## config.mk

```make
export PLATFORM = sky130hd
export DESIGN_NAME = nibble_serial_adder_ctrl
export DESIGN_NICKNAME = d
export VERILOG_FILES = /design/src/rtl/nibble_serial_pkg.sv /design/src/rtl/adder_4bit.sv /design/src/rtl/nibble_serial_adder_ctrl.sv
export SDC_FILE = /design/constraint.sdc
export NUM_CORES = 1
export LEC_CHECK = 0
export ABC_AREA = 1
export BUFFER_PORTS_ARGS = -buffer_cell sky130_fd_sc_hd__buf_2
export CAP_MARGIN = 15
export CORE_MARGIN = 8
export CORE_UTILIZATION = 55
export DETAILED_ROUTE_END_ITERATION = 12
export HOLD_SLACK_MARGIN = 0.12
export PLACE_DENSITY = 0.84
export SETUP_SLACK_MARGIN = 0.4
export SLEW_MARGIN = 20
export SYNTH_ARGS = -nofsm -noshare
export SYNTH_HDL_FRONTEND = slang
export SYNTH_HIERARCHICAL = 1
export SYNTH_SLANG_ARGS = --single-unit
```

## constraint.sdc

```tcl
create_clock -name clk -period 4.75 [get_ports clk]
set_input_delay 0.2375 -clock clk [delete_from_list [all_inputs] [get_ports clk]]
set_output_delay 0.2375 -clock clk [all_outputs]
set_load 0.005 [all_outputs]
```

## src/rtl/nibble_serial_pkg.sv

```systemverilog
// Shared types and constants for the nibble-serial adder sequencer.
// Holds the FSM state encoding and the slice width.
// No logic; imported by the slice cell and the sequencer top.
package nibble_serial_pkg;

  localparam int NIB_W = 4;

  typedef enum logic [1:0] {
    ST_IDLE = 2'd0,
    ST_RUN  = 2'd1,
    ST_DONE = 2'd2
  } state_e;

endpackage

```

## src/rtl/adder_4bit.sv

```systemverilog
// Purpose: one 4-bit ripple adder slice, time-shared by the sequencer.
// Latency: combinational.
// Backpressure: none (pure datapath cell).
module adder_4bit
  import nibble_serial_pkg::*;
(
  input  logic [NIB_W-1:0] a_i,
  input  logic [NIB_W-1:0] b_i,
  input  logic             cin_i,
  output logic [NIB_W-1:0] sum_o,
  output logic             cout_o
);

  assign {cout_o, sum_o} = {1'b0, a_i} + {1'b0, b_i} + {{NIB_W{1'b0}}, cin_i};

endmodule

```

## src/rtl/nibble_serial_adder_ctrl.sv

```systemverilog
// Purpose: WIDTH-bit add done one nibble per clock through a single 4-bit slice, LSB first.
// Latency: out_valid rises NIB edges after the accepting edge; initiation interval NIB+2.
// Backpressure: result held in DONE until out_ready; in_ready only in IDLE.
// Optional: define NIBBLE_SERIAL_ADDER_OVF_EN to add the signed-overflow output out_ovf.
module nibble_serial_adder_ctrl
  import nibble_serial_pkg::*;
#(
  parameter int WIDTH = 16
) (
  input  logic             clk,
  input  logic             rst_n,
  input  logic             in_valid,
  output logic             in_ready,
  input  logic [WIDTH-1:0] in_a,
  input  logic [WIDTH-1:0] in_b,
  input  logic             in_cin,
  output logic             out_valid,
  input  logic             out_ready,
  output logic [WIDTH-1:0] out_sum,
  output logic             out_cout,
  output logic             busy
`ifdef NIBBLE_SERIAL_ADDER_OVF_EN
  ,
  output logic             out_ovf
`endif
);

  localparam int NIB    = WIDTH / NIB_W;
  localparam int IDX_W  = (NIB > 1) ? $clog2(NIB) : 1;
  localparam int BASE_W = IDX_W + $clog2(NIB_W);
  localparam logic [IDX_W-1:0] LAST_IDX = IDX_W'(NIB - 1);

  // Reject widths that cannot be split into whole nibbles.
  generate
    if ((WIDTH % NIB_W) != 0 || WIDTH < NIB_W) begin : g_bad_width
      $error("nibble_serial_adder_ctrl: WIDTH must be a multiple of 4 and >= 4");
    end
  endgenerate

  state_e           state_q, state_d;
  logic [IDX_W-1:0] idx_q, idx_d;
  logic             carry_q, carry_d;
  logic [WIDTH-1:0] a_q, a_d;
  logic [WIDTH-1:0] b_q, b_d;
  logic [WIDTH-1:0] sum_q, sum_d;
  logic             cout_q, cout_d;

  logic [BASE_W-1:0] base;
  logic [NIB_W-1:0]  a_nib, b_nib, slice_sum;
  logic              slice_cout;

  // Bit offset of the current nibble (idx * 4).
  assign base  = {idx_q, 2'b00};
  assign a_nib = a_q[base +: NIB_W];
  assign b_nib = b_q[base +: NIB_W];

  adder_4bit u_slice (
    .a_i    (a_nib),
    .b_i    (b_nib),
    .cin_i  (carry_q),
    .sum_o  (slice_sum),
    .cout_o (slice_cout)
  );

`ifdef NIBBLE_SERIAL_ADDER_OVF_EN
  logic ovf_q, ovf_d;
  logic msb_cin;
  // Carry into the slice's top bit recovered from its 1-bit sum: s3 = a3 ^ b3 ^ c3.
  assign msb_cin = a_nib[NIB_W-1] ^ b_nib[NIB_W-1] ^ slice_sum[NIB_W-1];
  assign out_ovf = ovf_q;
`endif

  // Next-state: accept in IDLE, one nibble per cycle in RUN, hold result in DONE.
  always_comb begin
    state_d = state_q;
    idx_d   = idx_q;
    carry_d = carry_q;
    a_d     = a_q;
    b_d     = b_q;
    sum_d   = sum_q;
    cout_d  = cout_q;
`ifdef NIBBLE_SERIAL_ADDER_OVF_EN
    ovf_d   = ovf_q;
`endif
    case (state_q)
      ST_IDLE: begin
        if (in_valid) begin
          a_d     = in_a;
          b_d     = in_b;
          carry_d = in_cin;
          idx_d   = '0;
          sum_d   = '0;
          state_d = ST_RUN;
        end
      end
      ST_RUN: begin
        sum_d[base +: NIB_W] = slice_sum;
        carry_d              = slice_cout;
        if (idx_q == LAST_IDX) begin
          cout_d  = slice_cout;
`ifdef NIBBLE_SERIAL_ADDER_OVF_EN
          ovf_d   = msb_cin ^ slice_cout;
`endif
          state_d = ST_DONE;
        end else begin
          idx_d = idx_q + IDX_W'(1);
        end
      end
      ST_DONE: begin
        if (out_ready) state_d = ST_IDLE;
      end
      default: state_d = ST_IDLE;
    endcase
  end

  // State and datapath registers; reset discards any operation in flight.
  always_ff @(posedge clk or negedge rst_n) begin
    if (!rst_n) begin
      state_q <= ST_IDLE;
      idx_q   <= '0;
      carry_q <= 1'b0;
      a_q     <= '0;
      b_q     <= '0;
      sum_q   <= '0;
      cout_q  <= 1'b0;
`ifdef NIBBLE_SERIAL_ADDER_OVF_EN
      ovf_q   <= 1'b0;
`endif
    end else begin
      state_q <= state_d;
      idx_q   <= idx_d;
      carry_q <= carry_d;
      a_q     <= a_d;
      b_q     <= b_d;
      sum_q   <= sum_d;
      cout_q  <= cout_d;
`ifdef NIBBLE_SERIAL_ADDER_OVF_EN
      ovf_q   <= ovf_d;
`endif
    end
  end

  assign in_ready  = (state_q == ST_IDLE);
  assign out_valid = (state_q == ST_DONE);
  assign busy      = (state_q != ST_IDLE);
  assign out_sum   = sum_q;
  assign out_cout  = cout_q;

endmodule

```

Yosys cells after proc, flatten, opt, wreduce, memory -nomap -nowiden
Index checks and enable logic that the tools add are counted.
Widths: inputs -> output; s select.
{"block": "totals", "ff_bits": 54, "inputBits": 37, "elab_cells": 42}
{"block": "classes", "n_addsub": 4, "n_eq_ne": 7, "n_shift": 4, "n_mux": 12, "reduce_logical": 8}
{"op": "$pmux 16 s2", "count": 1}
{"op": "$shiftx 16x5->4", "count": 2}
{"op": "$bwmux 16", "count": 1}
{"op": "$mux 16", "count": 1}
{"op": "$shift 4x6->16 const A", "count": 1}
{"op": "$shiftx 4x6->16", "count": 1}
{"op": "$mux 2", "count": 5}
{"op": "$ne 2x2->1 const B", "count": 3}
{"op": "$neg 4->6", "count": 1}
{"op": "$pmux 2 s3", "count": 1}
{"op": "$reduce_and 2->1", "count": 3}
{"op": "$reduce_and 3->1", "count": 2}
{"op": "$add 4x4->5", "count": 1}
{"op": "$add 5x1->5", "count": 1}
{"op": "$eq 2x2->1 const B", "count": 2}
{"op": "$pmux 2 s2", "count": 1}
{"op": "$reduce_bool 2->1", "count": 2}
{"op": "$add 2x1->2 const B", "count": 1}
{"op": "$eq 2x1->1 const B", "count": 1}
{"op": "$logic_not 2->1", "count": 1}
{"op": "$ne 2x1->1 const B", "count": 1}
{"op": "$pmux 1 s2", "count": 1}
{"op": "$mux 1", "count": 1}

Logic depth before layout (Yosys ltp)
Gate-level depths: netlist (run 1).
{"block": "depth", "word_depth": 6, "ltp_mapped": 15, "mapped_depth_nobuf": 13}

Modules after synthesis
The synthesis (run 1) kept the hierarchy.
{"module": "nibble_serial_adder_ctrl", "instances": 1, "cells_each": 354, "area_each_um2": 2708.8}
{"module": "adder_4bit", "instances": 1, "cells_each": 25, "area_each_um2": 165.2}

Worst setup path after synthesis (run 1)
Ideal clock, no wire load.
{"block": "synth_timing", "kind": "reg-to-reg", "from": "register idx_q[0]", "to": "register sum_q[13] (netlist: out_sum[13])", "setup_time_ns": 0.065, "arrival_time_ns": 2.350, "required_ns": 4.685, "setup_slack_ns": 2.335, "stages_incl_launch_ff": 15, "n_path_buf": 2, "synth_period_minus_slack_ns": 2.415, "path_cell_list": "dfrtp_1 -> buf_4 -> inv_1 -> buf_2 -> nand2_1 -> o211ai_1 -> nand2_1 -> fa_1 -> inv_1 -> fa_1 -> inv_1 -> nand2_1 -> nor2_1 -> nand2_1 -> nand2_1"}
{"block": "synth_between", "elab_chain_len": 6}
{"item": "from (decl)", "line": "nibble_serial_adder_ctrl.sv:41", "text": "logic [IDX_W-1:0] idx_q, idx_d;"}
{"item": "from (signal assigned)", "line": "nibble_serial_adder_ctrl.sv:131", "text": "idx_q <= idx_d;"}
{"item": "$shiftx 16x5->4", "line": "nibble_serial_adder_ctrl.sv:54", "text": "assign a_nib = a_q[base +: NIB_W];"}
{"item": "via a_nib[0]", "line": "nibble_serial_adder_ctrl.sv:49", "text": "logic [NIB_W-1:0] a_nib, b_nib, slice_sum;"}
{"item": "$add 4x4->5", "line": "adder_4bit.sv:14", "text": "assign {cout_o, sum_o} = {1'b0, a_i} + {1'b0, b_i} + {{NIB_W{1'b0}}, cin_i};"}
{"item": "$add 5x1->5", "line": "adder_4bit.sv:14"}
{"item": "via slice_sum[1]", "line": "nibble_serial_adder_ctrl.sv:49"}
{"item": "$shiftx 4x6->16", "line": "nibble_serial_adder_ctrl.sv:97", "text": "sum_d[base +: NIB_W] = slice_sum;"}
{"item": "$bwmux 16", "line": "nibble_serial_adder_ctrl.sv:97"}
{"item": "$pmux 16 s2", "line": "nibble_serial_adder_ctrl.sv:85", "text": "case (state_q)"}
{"item": "to (signal assigned)", "line": "nibble_serial_adder_ctrl.sv:135", "text": "sum_q <= sum_d;"}
{"item": "to (decl)", "line": "nibble_serial_adder_ctrl.sv:45", "text": "logic [WIDTH-1:0] sum_q, sum_d;"}
The timed path passes the listed nets, and every way through them passes these cells.
A chain may end at the register's enable or synchronous reset.

Worst setup path in the final report (run 1)
Ends and elaborated chain as after synthesis.

==> results.cfg, run 1 <==
[status]
status = finished, final reports clean

[worst_setup_path]
rrSetupSlack_ns = 1.57
crit_type = flip-flop to flip-flop
worstSetupStartpointType = flip-flop
reg2reg_from = idx_q[0]
ff2ff_path_depth = 11
cp_max_fo = 26
worstPathRequired_ns = 5.00
cp.arrival_ns = 3.43
regToRegEndpoint = out_sum[13]
cp-end-kind = flip-flop

[route]
vias = 2497
drc = 0
wire_per_inst_um = 12.1
routed_wl_um = 6030
postRouteAntennaNets = 0
vias_per_cell = 5.02
dr.first_iter.drc_count = 175
dr.pass1.iters = 4

[timing]
post-route-period-util = 0.670
fin_crit_ns = 3.18
fmax_mhz = 314
final-hold-violation-count = 0
rsz0062_at_grt = false
timing.slew.headroom = 0.400
tns_ns = 0
worst_pin_slew_ns = 0.897
slew_viol_final = 0
setup_viol = 0
fin_skew_ns = 0.00901

[yosys]
synthCells = 379
ys_ff_latch = 54
synth.avg_cell_area_sq_um = 7.58
netlist.area_leader.share = 0.470
ys.flop_type = dfrtp_1
synth_commonest_cells = 154 x nand2_1, 59 x nand3_1, 54 x dfrtp_1
syn_nets = 427
ys_warn_count = 6
synth_top_area_cell = dfrtp_1
synth_edf_count = 0
synth_area_sq_mm = 0.00287
synthArstFlopShare = 1.00
ys_seq_area_frac = 0.470
yosysMostFrequentCell = nand2_1
ys_top_cells_by_area = dfrtp_1 47%, nand2_1 20%, nand3_1 10%
synth.distinct_cells = 23

[clocking]
numCtsBuffers = 5
cts_tree = yes
cts_sinks = 54
cts_max_level = 2
cts_buffer_depth = 2
cts.reportedPaths.clkPinSlew_ns = 0.10
root_buffer = clkbuf_8
postCtsHoldBufs = 1
postCtsSetupRepairBufs = 0
postCtsResizedCells = 0
worstSkewPairLatency_ns = 0.30

[placement]
placedCellCount = 488
port_buffers = 56
place_hpwl_um = 4330
routabilityCongestion = 0.905

[die]
die_w_um = 88.3
core_sq_mm = 0.00507
rows = 26
die_area_sq_mm = 0.00779
ioPinCount = 57
die_y_um = 88.3
initial_core_util = 0.566

[power_and_ir_drop]
switchingPower_mw = 1.11
switching_share = 0.464
ir_worst_vdd_mv = 0.348
seqPwrFrac = 0.342
pwr-share-clk = 0.126
comb_power_share = 0.532
p_int_mw = 1.28
p_leak_nw = 1.92
power.density_mw_per_mm2 = 728

[grt]
grt_pass1_wl_um = 10800
grt_max_degree = 55
overflow = 0
track_usage = 0.172
antenna_found_initial = 0
grt_pass1_vias = 2580

[layout]
layout-drive-gt1-share = 0.173
finalNonFillerCells = 497
final_nets = 474
n_antenna_cell = 0
syn_to_final_growth_pct = 13.9

[min_path]
hold_depth = 4
min_to = state_q[1]
min_from = out_ready
hold_path_class = input pin to flip-flop

[job]
max-cap-violations = 0
==> registers in the layout, indices dropped and copies added (netlist names) <==
signal,count
a_q,16
state_q,2
out_sum,16
carry_q,1
out_cout,1
b_q,16
idx_q,2
==> critical path: stages (launching register included) <==
cell      delay [ns]
dfrtp_1         0.74
inv_1           0.52
o211ai_1        0.30
nand2_1         0.11
fa_1            0.47
inv_1           0.10
fa_1            0.43
inv_1           0.09
nand2_1         0.07
nor2_1          0.15
nand2_1         0.07
nand2_1         0.06
==> layer usage <==
layer	up-vias	GRT usage	share of wire
li1	1282	-	-
met1	1146	0.207	0.47
met2	60	0.296	0.47
met3	9	0.0334	0.042
met4	0	0.0614	0.013
met5	-	0	0
==> cell families (layout without fill, tap and decap cells) <==
group / Yosys count / count (layout) / synth area share
buf+inv: 58 / 106 / 0.0840
xor+xnor: 1 / 1 / 0.00305
flops: 54 / 54 / 0.470
simple gates: 236 / 236 / 0.350
fa+ha+maj: 11 / 11 / 0.0531
compound gates: 19 / 19 / 0.0401
==> worst max path at each step <==
stage                         from          end  depth (start not counted)  slack [ns]
final                     idx_q[0]  out_sum[13]                         11        1.57
after global placement    idx_q[0]  out_sum[13]                         11        1.77
after CTS                 idx_q[0]  out_sum[13]                         11        1.62
after detailed placement  idx_q[0]  out_sum[13]                         11        1.64
after floorplan           idx_q[0]  out_sum[13]                         14        2.34
after global routing      idx_q[0]  out_sum[13]                         11        1.26
==> power groups by stage <==
| stage | Sequential, mW | Clock, mW | Combinational [mW] |
|---|---|---|---|
| floorplan | 0.763 | 0 | 1.02 |
| detailed placement | 0.825 | 0 | 1.26 |
| global placement | 0.815 | 0 | 1.21 |
| finish | 0.815 | 0.301 | 1.27 |
| global route | 0.846 | 0.331 | 1.47 |
| CTS | 0.816 | 0.310 | 1.27 |
==> layout make-up <==
class                           count  area, sq um
Timing Repair Buffer               58          298
Inverter                           40          150
Sequential cell                    54         1350
Clock inverter                      1         30.0
Fill cell                         473         1800
Tap cell                           70         87.6
Multi-Input combinational cell    267         1280
Clock buffer                        7         76.3
==> layout by cell type (no fill, tap or decap) <==
| master | synthesis | final |
|---|---|---|
| nand2_1 | 154 | 154 |
| nand3_1 | 59 | 59 |
| buf_2 | 13 | 56 |
| dfrtp_1 | 54 | 54 |
| inv_1 | 36 | 36 |
| nor2_1 | 13 | 13 |
| ha_1 | 9 | 9 |
| o211ai_1 | 8 | 8 |
| o21ai_0 | 8 | 8 |
| clkbuf_8 | 0 | 5 |
| inv_2 | 3 | 3 |
| nor2_2 | 3 | 3 |
| nand2_2 | 2 | 2 |
| nand4_1 | 2 | 2 |
| clkbuf_1 | 3 | 2 |
| a21oi_1 | 2 | 2 |
| fa_1 | 2 | 2 |
| nor2_4 | 1 | 1 |
| clkinv_1 | 1 | 1 |
| nand3_4 | 1 | 1 |
| nand3_2 | 1 | 1 |
| bufinv_16 | 0 | 1 |
| dlygate4sd3_1 | 0 | 1 |
| buf_4 | 2 | 1 |
| o21ai_1 | 1 | 1 |
| xnor2_1 | 1 | 1 |
==> through the flow <==
step / instance area, sq um / utilization / total power [mW] / setup WS (ns) / hold WS, ns
2_1_floorplan: 2870 / - / 1.79 / 2.34 / -0.0581
3_3_place_gp: 3160 / 0.622 / 2.02 / 1.77 / 0.393
3_5_place_dp: 3160 / 0.622 / 2.08 / 1.64 / 0.406
4_1_cts: 3270 / 0.645 / 2.40 / 1.62 / 0.145
5_1_grt: 3270 / 0.645 / 2.65 / 1.26 / 0.167
6_report: 3270 / 0.645 / 2.39 / 1.57 / 0.150
Power figures use the tool's default switching activity.
==> inputs of run 2 (changes only) <==
- clock period: 4.75 -> 3.3 ns (I/O delays scaled with it)
==> run 2 against run 1 <==
Effect of this change: sequential share of layout area fell by 4.1 points; clock skew fell by 0.00098 ns; die area did not move; design area rose by 11%; sequential power rose by 41%; critical path depth did not move; first-iteration DRC count fell by 29%; wire length rose by 12%; combinational power rose by 52%; largest cell class unchanged; largest power group unchanged.
==> results.cfg, run 2 (synthesized netlist as in run 1, its figures left out) <==
[timing]
fmax_mhz = 375
timing.slew.headroom = 0.395
post-route-period-util = 0.808
hold_slack_ns = 0.156
rsz0062_at_grt = false
tns_ns = 0
setup_viol = 0
slew_viol_final = 0
worst_pin_slew_ns = 0.904
fin_skew_ns = 0.00804
fin_crit_ns = 2.67
final-hold-violation-count = 0
setup_ws_ns = 0.632

[placement]
port_buffers = 56
routabilityCongestion = 0.867
pre_cts_ws_ns = 0.602
place_hpwl_um = 4550

[clocking]
worstSkewPairLatency_ns = 0.31
numCtsBuffers = 5
cts.reportedPaths.clkPinSlew_ns = 0.09
cts_sinks = 54
cts_tree = yes
cts_buffer_depth = 2
root_buffer = clkbuf_8
postCtsSetupRepairBufs = 0
cts_max_level = 2

[layout]
syn_to_final_growth_pct = 26.4
final_nets = 510
post-route-util = 0.716
n_antenna_cell = 0
final_common_cell = nand2_1
layout-drive-gt1-share = 0.173
final_cell_mix = 154 x nand2_1, 59 x nand3_1, 56 x buf_2, 54 x dfrtp_1, 36 x inv_1

[worst_setup_path]
crit_buf_inv = 3
worstSetupStartpointType = flip-flop
slowest_delay_ns = 0.62
cp-end-kind = flip-flop
worst_path_most_repeated_cell = nand2_1
crit_type = flip-flop to flip-flop
crit_cells = 11
crit_family = adder cells
crit_chain = clkinvlp_4 > o211ai_1 > nand2_1 > fa_1 > inv_1 > fa_1 > inv_1 > nand2_1 > nor2_1 > nand2_1 > nand2_1
cp_max_fo = 13
cpMaxStageDelayCell = dfrtp_1
worstPathRequired_ns = 3.54
cp.arrival_ns = 2.91
ff2ff_path_depth = 11

[grt]
grt_max_degree = 55
grt_pass1_vias = 2742
overflow = 0
grt_pass1_wl_um = 11900
track_usage = 0.190
antenna_found_initial = 0

[route]
postRouteAntennaNets = 0
wire_per_inst_um = 12.6
routed_wl_um = 6730
dr.first_iter.drc_count = 125
dr.pass1.iters = 4
vias = 2697
drc = 0
vias_per_cell = 5.06

[die]
die_area_sq_mm = 0.00779
ioPinCount = 57
rows = 26
die_w_um = 88.3
die_y_um = 88.3
core_sq_mm = 0.00507
initial_core_util = 0.566

[min_path]
hold_depth = 3
hold_path_class = input pin to flip-flop

[power_and_ir_drop]
ir_worst_vdd_mv = 0.542
total_power_mw = 3.51
power.density_mw_per_mm2 = 967
p_leak_nw = 2.07

[job]
max-cap-violations = 0

[status]
status = finished, final reports clean
-- run 2: cell count changes in the layout (fill, tap and decap cells not counted), sizes merged --
| cell | change |
|---|---|
| dlygate4sd3 | +32 |
| clkbuf | -1 |
| clkinvlp | +2 |
| buf | +4 |
| clkinv | -1 |
-- run 2: layout make-up --
class | instances | area [sq um]
Sequential cell | 54 | 1350
Clock buffer | 6 | 72.6
Clock inverter | 2 | 37.5
Tap cell | 70 | 87.6
Timing Repair Buffer | 94 | 648
Multi-Input combinational cell | 267 | 1280
Fill cell | 427 | 1440
Inverter | 40 | 154
-- run 2: report_power, final --
| part | switching, mW | leakage [nW] | total (mW) | internal (mW) |
|---|---|---|---|---|
| logic | 1.22 | 1.32 | 1.93 | 0.713 |
| registers | 0.205 | 0.693 | 1.15 | 0.946 |
| clock network | 0.204 | 0.0514 | 0.431 | 0.226 |
-- run 2: per-stage QoR --
stage               cell area (sq um)  std cells
floorplan                        2870        379
finish                           3630        533
CTS                              3630        533
global route                     3630        533
detailed placement               3190        492
global placement                 3190        492
-- run 2: repair_timing --
item,CTS,global route
hold endpoints to repair,86,0
gates resized for setup,0,1
hold buffers,33,0
setup endpoints to repair,0,2
-- run 2: path summary, 6_finish.rpt --
kind / from / slack (ns) / to
worst max-delay path: idx_q[1] / 0.63 / out_sum[13]
worst min-delay path: in_a[4] / 0.16 / a_q[4]
worst max register to register: idx_q[1] / 0.63 / out_sum[13]
worst min register to register: out_cout / 0.48 / out_cout
max in group asynchronous: rst_n / 2.37 / b_q[2]
min in group asynchronous: rst_n / 0.50 / out_cout
-- run 2: layer usage --
metal / up-vias / GRT usage / share of wire
met2: 73 / 0.328 / 0.49
met3: 19 / 0.0399 / 0.055
met1: 1250 / 0.222 / 0.43
met4: 0 / 0.0829 / 0.024
li1: 1355 / - / -
met5: - / 0 / 0
-- run 2: worst min-delay path: cells and delay by family --
family	cells	cell delay (ns)
and+or+nand+nor	2	0.18
buffers and inverters	1	0.08
==> inputs of run 3 (changes only) <==
- CORE_UTILIZATION: 55 -> 50
- PLACE_DENSITY: 0.84 -> 0.8
- clock period: 3.3 -> 2.4 ns (I/O delays scaled with it)
==> run 3 against run 2 <==
Effect of this change: die area is 8.2% higher; count of clock-buffer cells in the layout unchanged; core utilization is 1.9 points lower; non-clock buffer count grew 12; cell count is 2.6% higher; largest cell class is now multi-input combinational cells; largest power group unchanged.
==> results.cfg, run 3 (synthesized netlist as in run 1, its figures left out) <==
[worst_setup_path]
worstPathRequired_ns = 2.66
crit_type = flip-flop to flip-flop
ff2ff_path_depth = 11
cp-end-kind = flip-flop
slowest_delay_ns = 0.49
worstSetupStartpointType = flip-flop
crit_cells = 11
crit_family = adder cells
crit_buf_inv = 3
crit_chain = inv_6 > o211ai_1 > nand2_2 > fa_2 > inv_2 > fa_2 > inv_2 > nand2_2 > nor2_4 > nand2_1 > nand2_1
rrSetupSlack_ns = 0.19
cp_max_fo = 15
cp.arrival_ns = 2.47
cpMaxStageDelayCell = dfrtp_2
regToRegEndpoint = out_sum[13]
reg2reg_from = idx_q[0]

[layout]
layout-drive-gt1-share = 0.251
n_antenna_cell = 0
final_cell_mix = 145 x nand2_1, 56 x nand3_1, 56 x buf_2, 53 x dfrtp_1, 35 x dlygate4sd3_1
final_common_cell = nand2_1
final_nets = 522
post-route-util = 0.696
fillers = 422
syn_to_final_growth_pct = 34.3

[timing]
worst_pin_slew_ns = 0.641
rsz0062_at_grt = true
final-hold-violation-count = 0
setup_viol = 0
fin_crit_ns = 2.21
slew_viol_final = 0
fin_skew_ns = 0.0103
post-route-period-util = 0.921
fmax_mhz = 453
tns_ns = 0
timing.slew.headroom = 0.573

[power_and_ir_drop]
power.density_mw_per_mm2 = 1440
p_leak_nw = 2.14
seqPwrFrac = 0.285
switchingPower_mw = 2.60
comb_power_share = 0.605
ir_worst_vdd_mv = 0.716
p_int_mw = 2.96
pwr-share-clk = 0.110
switching_share = 0.468

[clocking]
cts_buffer_depth = 2
cts.reportedPaths.clkPinSlew_ns = 0.10
numCtsBuffers = 5
cts_tree = yes
worstSkewPairLatency_ns = 0.32
cts_max_level = 2
cts_sinks = 54
root_buffer = clkbuf_8

[grt]
grt_pass1_vias = 2618
track_usage = 0.171
overflow = 0
antenna_found_initial = 0
grt_max_degree = 35
grt_pass1_wl_um = 12000

[die]
core_sq_mm = 0.00554
die_area_sq_mm = 0.00843
ioPinCount = 57
initial_core_util = 0.519
die_y_um = 91.8
rows = 27
die_w_um = 91.8

[route]
postRouteAntennaNets = 0
wire_per_inst_um = 13.4
drc = 0
vias_per_cell = 5.01
vias = 2742
dr.pass1.iters = 5
dr.first_iter.drc_count = 153
routed_wl_um = 7340

[job]
max-cap-violations = 0

[placement]
port_buffers = 56
place_hpwl_um = 4760
routabilityCongestion = 0.887

[min_path]
min_from = in_valid
hold_depth = 3
min_to = b_q[8]
hold_path_class = input pin to flip-flop

[status]
status = finished, final reports clean
## run 3: cell types whose count changed in the layout (fill, tap and decap cells not counted), sizes merged
cell / before / now
buf: 61 / 71
dlygate4sd3: 33 / 35
clkinv: 0 / 1
clkinvlp: 2 / 1
## run 3: final cells by class
cell class,count,area (sq um),area share
repair buffers,106,767,0.199
well taps,72,90.1,0.0233
inverters,40,156,0.0405
clock inverters,2,37.5,0.00973
clock buffers,6,72.6,0.0188
multi-input cells,267,1380,0.358
flip-flops and latches,54,1350,0.351
## run 3: worst register-to-register path, stage by stage, from the launching register on
cell      delay (ns)
dfrtp_2         0.49
inv_6           0.09
o211ai_1        0.24
nand2_2         0.10
fa_2            0.38
inv_2           0.07
fa_2            0.43
inv_2           0.07
nand2_2         0.07
nor2_4          0.10
nand2_1         0.06
nand2_1         0.06
## run 3: how the worst max path moves through the flow
stage / from / endpoint / slack [ns]
detailed placement: idx_q[0] / out_sum[13] / 0.16
CTS: idx_q[0] / out_sum[13] / 0.27
global route: idx_q[0] / out_sum[1] / 0.11
global placement: idx_q[0] / out_sum[13] / 0.20
finish: idx_q[0] / out_sum[13] / 0.19
floorplan: idx_q[0] / out_sum[13] / 0.20
## run 3: power by group through the flow
stage / Sequential [mW] / Clock (mW) / Combinational [mW]
after detailed placement: 1.59 / 0 / 2.65
after CTS: 1.58 / 0.622 / 2.93
after floorplan: 1.51 / 0 / 2.08
after global routing: 1.63 / 0.656 / 3.77
final: 1.59 / 0.612 / 3.36
after global placement: 1.58 / 0 / 2.56
## run 3: metal layers
layer | track usage | share of wire | vias up
li1 | - | - | 1377
met1 | 0.209 | 0.43 | 1274
met2 | 0.281 | 0.49 | 69
met3 | 0.0465 | 0.056 | 22
met4 | 0.0698 | 0.023 | 0
met5 | 0 | 0 | -
## run 3: stage by stage
step / total power, mW / cell area, sq um / instances / worst slack [ns] / hold WS (ns)
6_report: 5.56 / 3860 / 547 / 0.190 / 0.334
5_1_grt: 6.06 / 3860 / 547 / 0.106 / 0.387
4_1_cts: 5.13 / 3770 / 545 / 0.269 / 0.321
3_5_place_dp: 4.24 / 3240 / 498 / 0.164 / 0.184
3_3_place_gp: 4.14 / 3240 / 498 / 0.199 / 0.174
2_1_floorplan: 3.59 / 2900 / 379 / 0.204 / -0.176
## run 3: what timing repair did
| item | 4_1_cts | 5_1_grt |
|---|---|---|
| pin swaps | 4 | 10 |
| setup buffers | 4 | 2 |
| gates resized for setup | 14 | 22 |
| endpoints found under the setup margin | 12 | 14 |
| endpoints found under the hold margin | 61 | 0 |
| hold buffers | 35 | 0 |
